===== src/rtl/i2s_pkg.sv =====
// i2s_pkg
//   Types and constants shared by the I2S receive and transmit paths.
//   rx_state_t    : receive framing FSM states
//   chan_t        : channel select, encoded like LRCLK (0 = left, 1 = right)
//   I2S_DATA_W    : audio sample width used by both directions
//   sample_pair_t : one left/right sample pair, left in the upper half
package i2s_pkg;

  localparam int I2S_DATA_W = 24;

  typedef enum logic [1:0] {
    IDLE  = 2'd0,
    SHIFT = 2'd1,
    PAD   = 2'd2
  } rx_state_t;

  typedef enum logic {
    CH_L = 1'b0,
    CH_R = 1'b1
  } chan_t;

  typedef struct packed {
    logic [I2S_DATA_W-1:0] left;
    logic [I2S_DATA_W-1:0] right;
  } sample_pair_t;

endpackage


===== src/rtl/sync_fifo.sv =====
// sync_fifo
//   Generic single-clock FIFO with a combinational read port.
//   clk        : clock
//   srst       : synchronous active-high reset, empties the FIFO
//   push       : write push_data (ignored when full unless popping too)
//   push_data  : entry to write
//   pop        : remove the head entry (ignored when empty)
//   pop_data   : head entry, valid while count != 0
//   count      : number of stored entries, 0..DEPTH
module sync_fifo #(
  parameter int WIDTH = 48,
  parameter int DEPTH = 4,
  localparam int PTR_W = $clog2(DEPTH),
  localparam int CNT_W = $clog2(DEPTH + 1)
) (
  input  logic             clk,
  input  logic             srst,
  input  logic             push,
  input  logic [WIDTH-1:0] push_data,
  input  logic             pop,
  output logic [WIDTH-1:0] pop_data,
  output logic [CNT_W-1:0] count
);

  logic [WIDTH-1:0] mem [DEPTH];
  logic [PTR_W-1:0] wr_ptr_reg;
  logic [PTR_W-1:0] rd_ptr_reg;
  logic [CNT_W-1:0] count_reg;

  logic do_pop;
  logic do_push;
  logic is_full;

  assign is_full = (count_reg == CNT_W'(DEPTH));
  assign do_pop  = pop && (count_reg != '0);
  // A pop in the same cycle frees the slot, so a push into a full FIFO is
  // still accepted then.
  assign do_push = push && (!is_full || do_pop);

  // DEPTH is a power of two, so pointers wrap by natural overflow.
  always_ff @(posedge clk) begin
    if (srst) begin
      wr_ptr_reg <= '0;
      rd_ptr_reg <= '0;
      count_reg  <= '0;
    end else begin
      if (do_push) wr_ptr_reg <= wr_ptr_reg + PTR_W'(1);
      if (do_pop)  rd_ptr_reg <= rd_ptr_reg + PTR_W'(1);
      if (do_push && !do_pop)      count_reg <= count_reg + CNT_W'(1);
      else if (do_pop && !do_push) count_reg <= count_reg - CNT_W'(1);
    end
  end

  always_ff @(posedge clk) begin
    if (do_push) mem[wr_ptr_reg] <= push_data;
  end

  assign pop_data = mem[rd_ptr_reg];
  assign count    = count_reg;

endmodule


===== src/rtl/i2s_rx_deserializer.sv =====
// i2s_rx_deserializer
//   I2S receiver: oversamples the codec's SCLK/LRCLK/Din in the CLK domain,
//   deserializes MSB-first left/right words and queues the pairs in a FIFO
//   presented as a valid/ready stream.
//   CLK, RESET          : system clock (>= 8x SCLK), synchronous active-high reset
//   SCLK, LRCLK, Din    : asynchronous I2S inputs from the codec (codec is master)
//   enable              : 1 = capture; 0 = stop capture, FIFO kept and poppable
//   sample_ready        : consumer accepts the head pair
//   overflow_clr        : clears the sticky overflow flag
//   sample_valid        : FIFO non-empty
//   sample_left/right   : head pair (zero while the FIFO is empty)
//   overflow            : sticky, a completed pair was dropped on a full FIFO
//   frame_err           : one-CLK pulse, a channel slot ended before DATA_W bits
module i2s_rx_deserializer
  import i2s_pkg::*;
#(
  parameter int DATA_W      = I2S_DATA_W,
  parameter int SYNC_STAGES = 2,
  parameter int FIFO_DEPTH  = 4
) (
  input  logic              CLK,
  input  logic              RESET,
  input  logic              SCLK,
  input  logic              LRCLK,
  input  logic              Din,
  input  logic              enable,
  input  logic              sample_ready,
  input  logic              overflow_clr,
  output logic              sample_valid,
  output logic [DATA_W-1:0] sample_left,
  output logic [DATA_W-1:0] sample_right,
  output logic              overflow,
  output logic              frame_err
);

  localparam int BIT_CNT_W  = $clog2(DATA_W + 1);
  localparam int FIFO_CNT_W = $clog2(FIFO_DEPTH + 1);
  localparam logic [BIT_CNT_W-1:0] LAST_CNT = BIT_CNT_W'(DATA_W - 1);

  // ---------------------------------------------------------------
  // Input synchronizers; bit order {SCLK, LRCLK, Din}
  // ---------------------------------------------------------------
  logic [2:0] async_in;
  logic [2:0] synced;

  assign async_in = {SCLK, LRCLK, Din};

  for (genvar gi = 0; gi < 3; gi++) begin : g_sync
    logic [SYNC_STAGES-1:0] chain_reg;
    always_ff @(posedge CLK) begin
      if (RESET) chain_reg <= '0;
      else       chain_reg <= {chain_reg[SYNC_STAGES-2:0], async_in[gi]};
    end
    assign synced[gi] = chain_reg[SYNC_STAGES-1];
  end

  logic sclk_s;
  logic lr_s;
  logic din_s;
  logic sclk_prev_reg;
  logic lr_prev_reg;
  logic bit_evt;
  logic lr_chg;

  assign sclk_s  = synced[2];
  assign lr_s    = synced[1];
  assign din_s   = synced[0];
  assign bit_evt = sclk_s && !sclk_prev_reg;
  assign lr_chg  = bit_evt && (lr_s != lr_prev_reg);

  // LRCLK history keeps tracking while disabled so that re-enable resyncs
  // on a genuine falling edge rather than a stale comparison.
  always_ff @(posedge CLK) begin
    if (RESET) begin
      sclk_prev_reg <= 1'b0;
      lr_prev_reg   <= 1'b0;
    end else begin
      sclk_prev_reg <= sclk_s;
      if (bit_evt) lr_prev_reg <= lr_s;
    end
  end

  // ---------------------------------------------------------------
  // Framing FSM
  // ---------------------------------------------------------------
  rx_state_t state_reg;
  rx_state_t state_next;

  logic [BIT_CNT_W-1:0] bit_cnt_reg;
  chan_t                chan_reg;
  logic [DATA_W-1:0]    shift_reg;
  logic [DATA_W-1:0]    shift_in;
  logic [DATA_W-1:0]    left_hold_reg;
  logic                 pair_done_reg;
  logic                 frame_err_reg;
  logic                 overflow_reg;

  logic start_slot;
  logic shift_en;
  logic last_bit;
  logic latch_left;
  logic pair_done_next;
  logic frame_err_next;

  assign shift_in = {shift_reg[DATA_W-2:0], din_s};

  always_ff @(posedge CLK) begin
    if (RESET) state_reg <= IDLE;
    else       state_reg <= state_next;
  end

  always_comb begin
    state_next = state_reg;
    if (!enable) begin
      state_next = IDLE;
    end else if (bit_evt) begin
      case (state_reg)
        IDLE:  if (lr_chg && !lr_s) state_next = SHIFT;
        // A short slot aborts; if it ended on a falling edge the new left
        // slot starts right away.
        SHIFT: if (lr_chg)                         state_next = lr_s ? IDLE : SHIFT;
               else if (bit_cnt_reg == LAST_CNT) state_next = PAD;
        PAD:   if (lr_chg) state_next = SHIFT;
        default: state_next = IDLE;
      endcase
    end
  end

  // The bit sampled on an LRCLK change is the one-bit delay slot, so it
  // only ever restarts a slot and is never shifted in.
  always_comb begin
    start_slot     = 1'b0;
    shift_en       = 1'b0;
    frame_err_next = 1'b0;
    if (enable && bit_evt) begin
      case (state_reg)
        IDLE:  start_slot = lr_chg && !lr_s;
        SHIFT: begin
          if (lr_chg) begin
            frame_err_next = 1'b1;
            start_slot     = !lr_s;
          end else begin
            shift_en = 1'b1;
          end
        end
        PAD:   start_slot = lr_chg;
        default: ;
      endcase
    end
    last_bit       = shift_en && (bit_cnt_reg == LAST_CNT);
    latch_left     = last_bit && (chan_reg == CH_L);
    pair_done_next = last_bit && (chan_reg == CH_R);
  end

  // ---------------------------------------------------------------
  // Datapath and FIFO interface
  // ---------------------------------------------------------------
  logic [2*DATA_W-1:0]   head_data;
  logic [FIFO_CNT_W-1:0] fifo_count;
  logic                  fifo_full;
  logic                  fifo_pop;
  logic                  ovf_set;

  assign fifo_full = (fifo_count == FIFO_CNT_W'(FIFO_DEPTH));
  assign fifo_pop  = sample_valid && sample_ready;
  assign ovf_set   = pair_done_reg && fifo_full && !fifo_pop;

  always_ff @(posedge CLK) begin
    if (RESET) begin
      bit_cnt_reg   <= '0;
      chan_reg      <= CH_L;
      shift_reg     <= '0;
      left_hold_reg <= '0;
      pair_done_reg <= 1'b0;
      frame_err_reg <= 1'b0;
      overflow_reg  <= 1'b0;
    end else begin
      pair_done_reg <= pair_done_next;
      frame_err_reg <= frame_err_next;
      if (start_slot) begin
        bit_cnt_reg <= '0;
        chan_reg    <= chan_t'(lr_s);
      end else if (shift_en) begin
        bit_cnt_reg <= bit_cnt_reg + BIT_CNT_W'(1);
        shift_reg   <= shift_in;
      end
      if (latch_left) left_hold_reg <= shift_in;
      if (ovf_set)           overflow_reg <= 1'b1;
      else if (overflow_clr) overflow_reg <= 1'b0;
    end
  end

  // The right word stays in shift_reg during PAD, so it is still intact
  // in the cycle after pair_done.
  sync_fifo #(
    .WIDTH (2 * DATA_W),
    .DEPTH (FIFO_DEPTH)
  ) u_fifo (
    .clk       (CLK),
    .srst      (RESET),
    .push      (pair_done_reg),
    .push_data ({left_hold_reg, shift_reg}),
    .pop       (fifo_pop),
    .pop_data  (head_data),
    .count     (fifo_count)
  );

  assign sample_valid = (fifo_count != '0);
  assign sample_left  = sample_valid ? head_data[2*DATA_W-1:DATA_W] : '0;
  assign sample_right = sample_valid ? head_data[DATA_W-1:0] : '0;
  assign overflow     = overflow_reg;
  assign frame_err    = frame_err_reg;

endmodule


===== config.mk =====
export PLATFORM = sky130hd
export DESIGN_NAME = i2s_rx_deserializer
export DESIGN_NICKNAME = d
export VERILOG_FILES = /design/src/rtl/i2s_pkg.sv /design/src/rtl/sync_fifo.sv /design/src/rtl/i2s_rx_deserializer.sv
export SDC_FILE = /design/constraint.sdc
export NUM_CORES = 1
export LEC_CHECK = 0
export BUFFER_PORTS_ARGS = -buffer_cell sky130_fd_sc_hd__buf_4
export CORE_UTILIZATION = 46
export DETAILED_ROUTE_END_ITERATION = 12
export GPL_TIMING_DRIVEN = 0
export SYNTH_ARGS = -nofsm -noshare
export SYNTH_HDL_FRONTEND = slang
export SYNTH_SLANG_ARGS = --single-unit
export TNS_END_PERCENT = 50

===== constraint.sdc =====
create_clock -name CLK -period 3.4 [get_ports CLK]
set_clock_uncertainty 0.1 [all_clocks]
set_input_delay 0 -clock CLK [delete_from_list [all_inputs] [get_ports CLK]]
set_output_delay 0 -clock CLK [all_outputs]
set_load 0.02 [all_outputs]

== Word level (Yosys, flattened, before mapping) ==
Memories as Yosys holds them, arrays and structs flattened. A register that Yosys moved wholly into a read port is not among the register bits.
Index checks and enable logic that the tools add are counted.

* Bits in registers: 74
* RAM bits: 192
* Input bits: 8
* Output and inout port bits: 51
* Logic and storage cells: 88
* Memories: 1

{| class="wikitable"
|+ Memory list
! memory !! words !! width !! rd ports !! clocked after Yosys merged registers in !! write ports !! line !! RTL
|-
| u_fifo.mem || 4 || 48 || 1 || 1 || 1 || sync_fifo.sv:25 || <nowiki>logic [WIDTH-1:0] mem [DEPTH];</nowiki>
|}

* Add/subtract/negate cells: 5
* Eq/ne operators: 8
* Muxes and demuxes: 23
* Bitwise gates (word level): 5
* Reductions and logical operators: 30

{| class="wikitable"
|+ Operator list
! cell !! count
|-
| 2-to-1 mux 24 bit || 2
|-
| logical AND 1 bit || 14
|-
| 2-to-1 mux 2 bit || 6
|-
| 2-to-1 mux 1 bit || 11
|-
| zero test 1 bit || 6
|-
| 2-to-1 mux 3 bit || 2
|-
| case mux 2 bit (3 select lines) || 1
|-
| adder 5 x 1 -> 5 bit, second input constant || 1
|-
| equality test 5 bit, second input constant || 1
|-
| inverter 1 bit || 5
|-
| adder 2 x 1 -> 2 bit, second input constant || 2
|-
| inequality test 2 bit, second input constant || 2
|-
| AND reduction 4 bit || 1
|-
| nonzero test 2 bit || 2
|-
| OR reduction 2 bit || 2
|-
| adder 3 x 1 -> 3 bit, second input constant || 1
|-
| equality test 3 bit, second input constant || 1
|-
| inequality test 3 bit, second input constant || 1
|-
| case mux 1 bit (3 select lines) || 1
|-
| nonzero test 3 bit || 1
|-
| OR reduction 3 bit || 1
|-
| subtractor 3 x 1 -> 3 bit, second input constant || 1
|-
| equality test 2 x 1 -> 1 bit, second input constant || 1
|-
| equality test 2 bit, second input constant || 1
|-
| 4 further kinds || 4
|}

== Depth between registers and ports, before layout ==
Gate-level depths: netlist of run 1.

* Depth after elaboration: 9
* Depth in mapped cells: 9
* Depth with buffers taken out: 8

== Cells and area by module ==
A second synthesis of run 1 with hierarchy kept.

* Cells, all modules: 650
* Area total of the unflattened synthesis: 10248.6 µm²

{| class="wikitable"
|+ By module, submodules not included
! module !! times used !! cells an instance !! area an instance (µm²)
|-
| sync_fifo || 1 || 296 || 7384.6
|-
| i2s_rx_deserializer || 1 || 354 || 2864.0
|}

== Worst setup path after synthesis of run 1 ==
No wires, ideal clock.

* Path type: flip-flop to flip-flop
* From: register u_fifo.count_reg[0], in the netlist u_fifo.count[0]
* To: memory u_fifo.mem[0][0] (enable)
* Setup time: 0.410 ns
* Data arrival time: 1.985 ns
* Data required time: 2.890 ns
* Path slack: 0.905 ns
* Cell stages (with the launch flop): 5
* Path buffers: 1
* Period minus slack after synthesis: 2.495 ns
* Cell sequence: dfxtp_1 > nor4b_1 > nor2b_1 > clkbuf_1 > and2_1

* Cells in the longest elaborated chain, start to end: 7
* Elaborated cells on any way between the ends: 9
* Those cells by class: 1 x eq/ne; 2 x mux; 6 x reduce/logical

{| class="wikitable"
|+ Ends and longest elaborated chain
! element !! line !! RTL
|-
| from (decl) || sync_fifo.sv:28 || <nowiki>logic [CNT_W-1:0] count_reg;</nowiki>
|-
| from (signal assigned) || sync_fifo.sv:49 || <nowiki>if (do_push && !do_pop) count_reg <= count_reg + CNT_W'(1);</nowiki>
|-
| from (signal assigned) || sync_fifo.sv:50 || <nowiki>else if (do_pop && !do_push) count_reg <= count_reg - CNT_W'(1);</nowiki>
|-
| nonzero test 3 bit || sync_fifo.sv:35, i2s_rx_deserializer.sv:208 ||
|-
| logical AND 1 bit || i2s_rx_deserializer.sv:165 || <nowiki>assign fifo_pop = sample_valid && sample_ready;</nowiki>
|-
| logical AND 1 bit || sync_fifo.sv:35 || <nowiki>assign do_pop = pop && (count_reg != '0);</nowiki>
|-
| logical OR 1 bit * || sync_fifo.sv:38 || <nowiki>assign do_push = push && (!is_full || do_pop);</nowiki>
|-
| logical AND 1 bit * || sync_fifo.sv:38 ||
|-
| net u_fifo.do_push || sync_fifo.sv:31 || <nowiki>logic do_push;</nowiki>
|-
| 2-to-1 mux 1 bit * || sync_fifo.sv:55 || <nowiki>if (do_push) mem[wr_ptr_reg] <= push_data;</nowiki>
|-
| 2-to-1 mux 1 bit (not written as such) * || sync_fifo.sv:55 ||
|-
| to (decl) || sync_fifo.sv:25 ||
|}

Mark *: on every way through the listed nets, which the timed path passes. The rest lies on a longest branch.

==> results.json, run 1 <==
{
  "status": "finished with violations",
  "violations": "design-rule violations",
  "num-nets-final": 767,
  "critical_path_class": "flip-flop to output pin",
  "ant_nets": 0,
  "crit_chain": "clkbuf_1, buf_1, mux4_2, and2_1, buf_4",
  "io_buffers": 57,
  "end_kind": "output pin",
  "grt_overflow_total": 0,
  "p_sw_mw": 1.21,
  "cts-root-buf": "clkbuf_16",
  "critical_path.max_fanout": 10,
  "synth_nets": 669,
  "fin_crit_sh_pct": 85.6,
  "setup_viol": 0,
  "busiest_layer": "met2",
  "vias_per_cell": 5.35,
  "synth_ff_type": "edfxtp_1",
  "setup_tns_ns": 0,
  "p_leak_nw": 4.50,
  "met3_usage_pct": 2.59,
  "p_clk_share_pct": 44.3,
  "peakVddDrop_mv": 0.321,
  "maxCapViolCount": 0,
  "powerDensity_nw_per_um2": 519,
  "start_util_pct": 47.4,
  "routabilityCongestion": 0.785,
  "cts_resized": 0,
  "hp-class": "input pin to flip-flop",
  "postSynthAreaPerCell_um2": 16.0,
  "finalHoldViolations": 0,
  "antenna_cells": 0,
  "die_w_um": 153,
  "synth_edf_count": 192,
  "hold-path-cell-count": 4,
  "netlist_area_um2": 10400,
  "tritoncts": "yes",
  "core_area_um2": 22000,
  "internal_power_mw": 5.11,
  "reg2reg_to": "u_fifo.count[2]",
  "clkTransAtPathRegs_ns": 0.06,
  "ff2ff_setup_slack_ns": 0.91,
  "cts_buffer_depth": 3,
  "first_iter_violations": 309,
  "cts_made_buffers": 28,
  "wire_per_inst_um": 19.4,
  "clk_latency_ns": 0.52,
  "yosys_warnings": 0,
  "io_pins": 59,
  "rows": 54,
  "gr-usage-met1_pct": 24.6,
  "yosysSeqAreaShare_pct": 69.8,
  "crit_family": "buffers and inverters",
  "switching_share_pct": 19.1,
  "ys_ff_latch": 268,
  "crit_required_ns": 3.30,
  "hold_end": "state_reg[1]",
  "die_h_um": 153,
  "slew_headroom_pct": 44.8,
  "met2_usage_pct": 31.0,
  "globalRouteTotalUtil_pct": 18.1,
  "critPathLaunchType": "flip-flop",
  "cp.buffers_inverters": 3,
  "tightestPinTransition_ns": 0.828,
  "maxSlewViolCount": 0,
  "seqPwrFrac_pct": 54.7,
  "combPwrFrac_pct": 1.0,
  "crit_arrival_ns": 2.81,
  "largest_reg_flops": 192,
  "grt_pass1_wl_mm": 32.7,
  "synthArstFlopShare_pct": 0,
  "antenna_found_initial": 0,
  "fin_crit_ns": 2.91,
  "synthCells": 654,
  "drive_above_1_share_pct": 20.8,
  "reg2regPathDepth": 9,
  "drt-total-wl_mm": 20.5,
  "max_stage_delay_ns": 0.59,
  "clock.fmax_ghz": 0.343,
  "holdCritStartpoint": "enable",
  "drtPass1Iterations": 11,
  "synthToLayoutAreaGrowth_pct": 16.8,
  "cts_max_level": 1,
  "synth_cell_types": 43,
  "rr_startpoint": "u_fifo.count[0]",
  "worst_path_max_delay_cell": "clkbuf_1",
  "dieArea_um2": 23300,
  "rsz0062_at_grt": "no",
  "fin_hold_ws_ns": 0.291,
  "remaining_drc_errors": 3,
  "grt_pass1_vias": 5881,
  "dpl.hpwl_mm": 12.6,
  "cts_num_sinks": 268,
  "nFillCells": 1763,
  "grt_max_degree": 49,
  "dr_total_vias": 5638
}
metrics by stage:
| step | cell area, um^2 | power [mW] | utilization [%] | cells | setup slack (ns) |
|---|---|---|---|---|---|
| 6_report | 12200 | 6.32 | 55.4 | 1054 | 0.488 |
| 5_1_grt | 12200 | 6.51 | 55.4 | 1054 | 0.319 |
| 4_1_cts | 12200 | 6.38 | 55.4 | 1054 | 0.408 |
| 3_5_place_dp | 11200 | 3.58 | 51.0 | 991 | 0.945 |
| 3_3_place_gp | 11200 | 3.58 | 50.9 | 991 | -0.217 |
| 2_1_floorplan | 10400 | 3.56 | - | 654 | 0.905 |
cells in the mapped netlist (all sizes together), types with 3 or more instances:
cell type,number,share of area [%]
a21oi,32,1.5
and2,52,3.1
buf,15,0.89
clkbuf,23,0.83
dfxtp,76,15
edfxtp,192,55
ha,6,0.72
inv,8,0.29
mux2i,26,2.5
mux4,48,10
nand2,54,1.9
nand2b,51,3.1
nand3,4,0.19
nor2,12,0.43
nor2b,12,0.72
nor3,3,0.25
o211ai,3,0.22
o21ai,5,0.24
or3,4,0.24
xor2,5,0.42
layer usage:
layer  routed length, um  part of all wire, %
met5                   0                    0
met4                 293                  1.4
met3                 784                  3.8
met2               10100                   49
met1                9320                   46
how the worst max path moves through the flow:
| stage | slack (ns) | cells after the start | end |
|---|---|---|---|
| after detailed placement | 0.95 | 9 | u_fifo.count[2] |
| after global routing | 0.32 | 5 | sample_right[3] |
| after floorplan | 0.90 | 4 | u_fifo.mem[0][0] |
| after global placement | -0.22 | 4 | u_fifo.mem[1][31] |
| after CTS | 0.41 | 5 | sample_right[3] |
| final | 0.49 | 5 | sample_right[3] |
cells in the final DEF, fill, tap and decap left out, types with 2 or more instances in the layout:
cell type,count
mux4_2,48
o21ai_0,5
and2_4,4
inv_1,8
buf_2,8
and3_1,2
nor3_1,2
clkinv_1,7
clkbuf_1,32
o32ai_1,2
clkinv_2,3
clkbuf_16,29
nand2b_1,51
mux2i_1,26
ha_1,6
buf_1,3
o211ai_1,3
or3_1,4
nor4b_1,2
dfxtp_1,76
buf_6,3
nand3_1,4
buf_4,58
xor2_1,5
dlygate4sd3_1,11
nand4b_1,2
clkbuf_8,3
nor2_1,12
edfxtp_1,192
nand2_1,54
and2_1,48
a21oi_1,32
nor2b_1,12
power by group through the flow:
| stage | Sequential [mW] | Combinational [mW] | Clock, mW |
|---|---|---|---|
| final | 3.46 | 0.0612 | 2.80 |
| after global routing | 3.46 | 0.0664 | 2.98 |
| after CTS | 3.46 | 0.0615 | 2.86 |
| after detailed placement | 3.53 | 0.0521 | 0 |
| after global placement | 3.53 | 0.0505 | 0 |
| after floorplan | 3.53 | 0.0341 | 0 |
cell families after synthesis:
kind of cell | after synthesis | share of synthesized area (%)
adders and majority gates | 7 | 0.911
DFF | 268 | 69.8
AOI/OAI and AO/OA | 48 | 2.65
muxes | 74 | 12.8
xor gates and xnor gates | 7 | 0.767
buffers and inverters | 46 | 2.00
and+or+nand+nor | 204 | 11.0
timing repair:
action                                 CTS  global route
hold buffers                            11             0
setup buffers                            0             0
endpoints found under the hold margin   31             0
layout make-up:
cell class / count / area [um^2] / share of cell area, %
buffer: 38 / 179 / 1.47
tap: 280 / 350 / 2.87
inverter: 8 / 30.0 / 0.246
timing repair buffer: 68 / 538 / 4.41
clock inverter: 11 / 52.6 / 0.431
clock buffer: 41 / 801 / 6.57
multi-input combinational: 340 / 2960 / 24.2
sequential: 268 / 7290 / 59.8
worst min-delay path, delay by kind of cell:
kind                   cells  cell delay, ns
buffers and inverters      2            0.66
AND/OR/NAND/NOR            2            0.21
No activity file was read; power rests on OpenSTA's default activity.
==> run 2, diff against run 1 <==
--- a/config.mk
+++ b/config.mk
@@ -9,6 +9,7 @@
 export CORE_UTILIZATION = 46
 export DETAILED_ROUTE_END_ITERATION = 12
 export GPL_TIMING_DRIVEN = 0
+export PLACE_DENSITY_LB_ADDON = 0.25
 export SYNTH_ARGS = -nofsm -noshare
 export SYNTH_HDL_FRONTEND = slang
 export SYNTH_SLANG_ARGS = --single-unit
==> run 2 against run 1 <==
Against the previous run:
- the run still ends with design-rule violations left
- critical endpoint unchanged
- highest routed layer unchanged
- wire length is 2.6% lower
- flip-flop and latch count is the same
- power fell by 3.3%
- hold slack worse by 0.0082 ns
- global-route usage fell by 0.45 points
- via count fell by 1.4%
- largest cell class unchanged
- register-to-register slack is essentially flat
==> results.json, run 2 (synthesized netlist as in run 1, its figures left out) <==
{
  "largest_reg_flops": 192,
  "globalRouteTotalUtil_pct": 17.7,
  "p_leak_nw": 4.49,
  "final_util_pct": 55.3,
  "clkTransAtPathRegs_ns": 0.06,
  "end_kind": "output pin",
  "crit_required_ns": 3.30,
  "grt_overflow_total": 0,
  "setup_viol": 0,
  "cts_made_buffers": 26,
  "cts_resized": 0,
  "start_util_pct": 47.4,
  "powerDensity_nw_per_um2": 502,
  "peakVddDrop_mv": 0.325,
  "met2_usage_pct": 30.5,
  "fin_hold_ws_ns": 0.283,
  "fin_ws_ns": 0.482,
  "busiest_layer": "met2",
  "grt_max_degree": 29,
  "critical_path.max_fanout": 10,
  "critPathLaunchType": "flip-flop",
  "synthToLayoutAreaGrowth_pct": 16.6,
  "finalHoldViolations": 0,
  "maxCapViolCount": 0,
  "grt_pass1_wl_mm": 32.1,
  "core_area_um2": 22000,
  "io_buffers": 57,
  "io_pins": 59,
  "cp.buffers_inverters": 3,
  "die_w_um": 153,
  "die_h_um": 153,
  "crit_chain": "clkbuf_1, buf_1, mux4_2, and2_1, buf_4",
  "hp-class": "input pin to flip-flop",
  "tightestPinTransition_ns": 0.790,
  "ant_nets": 0,
  "crit_arrival_ns": 2.82,
  "dp_slack_ns": 0.945,
  "crit_family": "buffers and inverters",
  "clock.fmax_ghz": 0.343,
  "maxSlewViolCount": 0,
  "dr_total_vias": 5557,
  "antenna_found_initial": 0,
  "fin_crit_ns": 2.92,
  "grt_pass1_vias": 5820,
  "worst_path_max_delay_cell": "buf_1",
  "drive_above_1_share_pct": 21.0,
  "num-nets-final": 769,
  "rsz0062_at_grt": "no",
  "fin_crit_sh_pct": 85.8,
  "reg2regPathDepth": 9,
  "violations": "design-rule violations",
  "dpl.hpwl_mm": 13.2,
  "cts_num_sinks": 268,
  "first_iter_violations": 321,
  "rows": 54,
  "slew_headroom_pct": 46.8,
  "cts_max_level": 1,
  "final_common_cell": "edfxtp_1",
  "gr-usage-met1_pct": 23.4,
  "vias_per_cell": 5.28,
  "status": "finished with violations",
  "routabilityCongestion": 0.823,
  "met3_usage_pct": 2.73,
  "remaining_drc_errors": 7,
  "cp.depth": 5,
  "tritoncts": "yes",
  "ff2ff_setup_slack_ns": 0.91,
  "cts_buffer_depth": 3,
  "critical_path_class": "flip-flop to output pin",
  "hold-path-cell-count": 4,
  "cts-root-buf": "clkbuf_16",
  "clk_latency_ns": 0.52,
  "drt-total-wl_mm": 19.9,
  "antenna_cells": 0,
  "drtPass1Iterations": 9,
  "dieArea_um2": 23300,
  "wire_per_inst_um": 18.9,
  "layout_common_cells": "192 x edfxtp_1, 76 x dfxtp_1, 58 x buf_4",
  "max_stage_delay_ns": 0.58
}
## run 2: where the power goes
part	total (mW)	internal (mW)	switching, mW	leakage (nW)
sequential	3.46	3.46	0.00196	2.85
clock	2.59	1.46	1.14	0.371
combinational	0.0608	0.0297	0.0311	1.27
total	6.11	4.94	1.17	4.49
## run 2: repair_timing
item,in CTS,in global routing
endpoints found under the hold margin,29,0
setup buffers,0,0
hold buffers,11,0
## run 2: tightest hold or removal path, cell delays in order
cell           delay (ns)
dlygate4sd3_1        0.52
buf_4                0.14
nand2b_1             0.09
nor2_1               0.10
## run 2: metal layers
metal,part of all wire [%],vias up,wire (um)
li1,-,2618,-
met1,44,2778,8750
met2,50,131,9930
met3,4.6,30,913
met4,1.7,0,334
met5,0,-,0
## run 2: cell type report
| class | count | area (um^2) |
|---|---|---|
| fill | 1721 | 9850 |
| sequential | 268 | 7290 |
| multi-input combinational | 340 | 2950 |
| clock buffer | 37 | 713 |
| timing repair buffer | 72 | 618 |
| tap | 280 | 350 |
| buffer | 38 | 179 |
| clock inverter | 10 | 51.3 |
| inverter | 8 | 30.0 |
## run 2: per-stage QoR
stage          setup TNS (ns)  cell area, um^2  power [mW]  instances
2_1_floorplan               0            10400        3.56        654
3_3_place_gp           -19.75            11200        3.58        991
3_5_place_dp                0            11300        3.58        995
4_1_cts                     0            12200        6.17       1053
5_1_grt                     0            12200        6.31       1053
6_report                    0            12200        6.11       1053
## run 2: final timing paths
| check | from | end |
|---|---|---|
| worst min-delay path | enable | state_reg[1] |
| worst min register to register | g_sync[0].chain_reg[0] | g_sync[0].chain_reg[1] |
| worst max register to register | u_fifo.count[0] | u_fifo.count[2] |
| worst max-delay path | flip-flop | sample_right[3] |
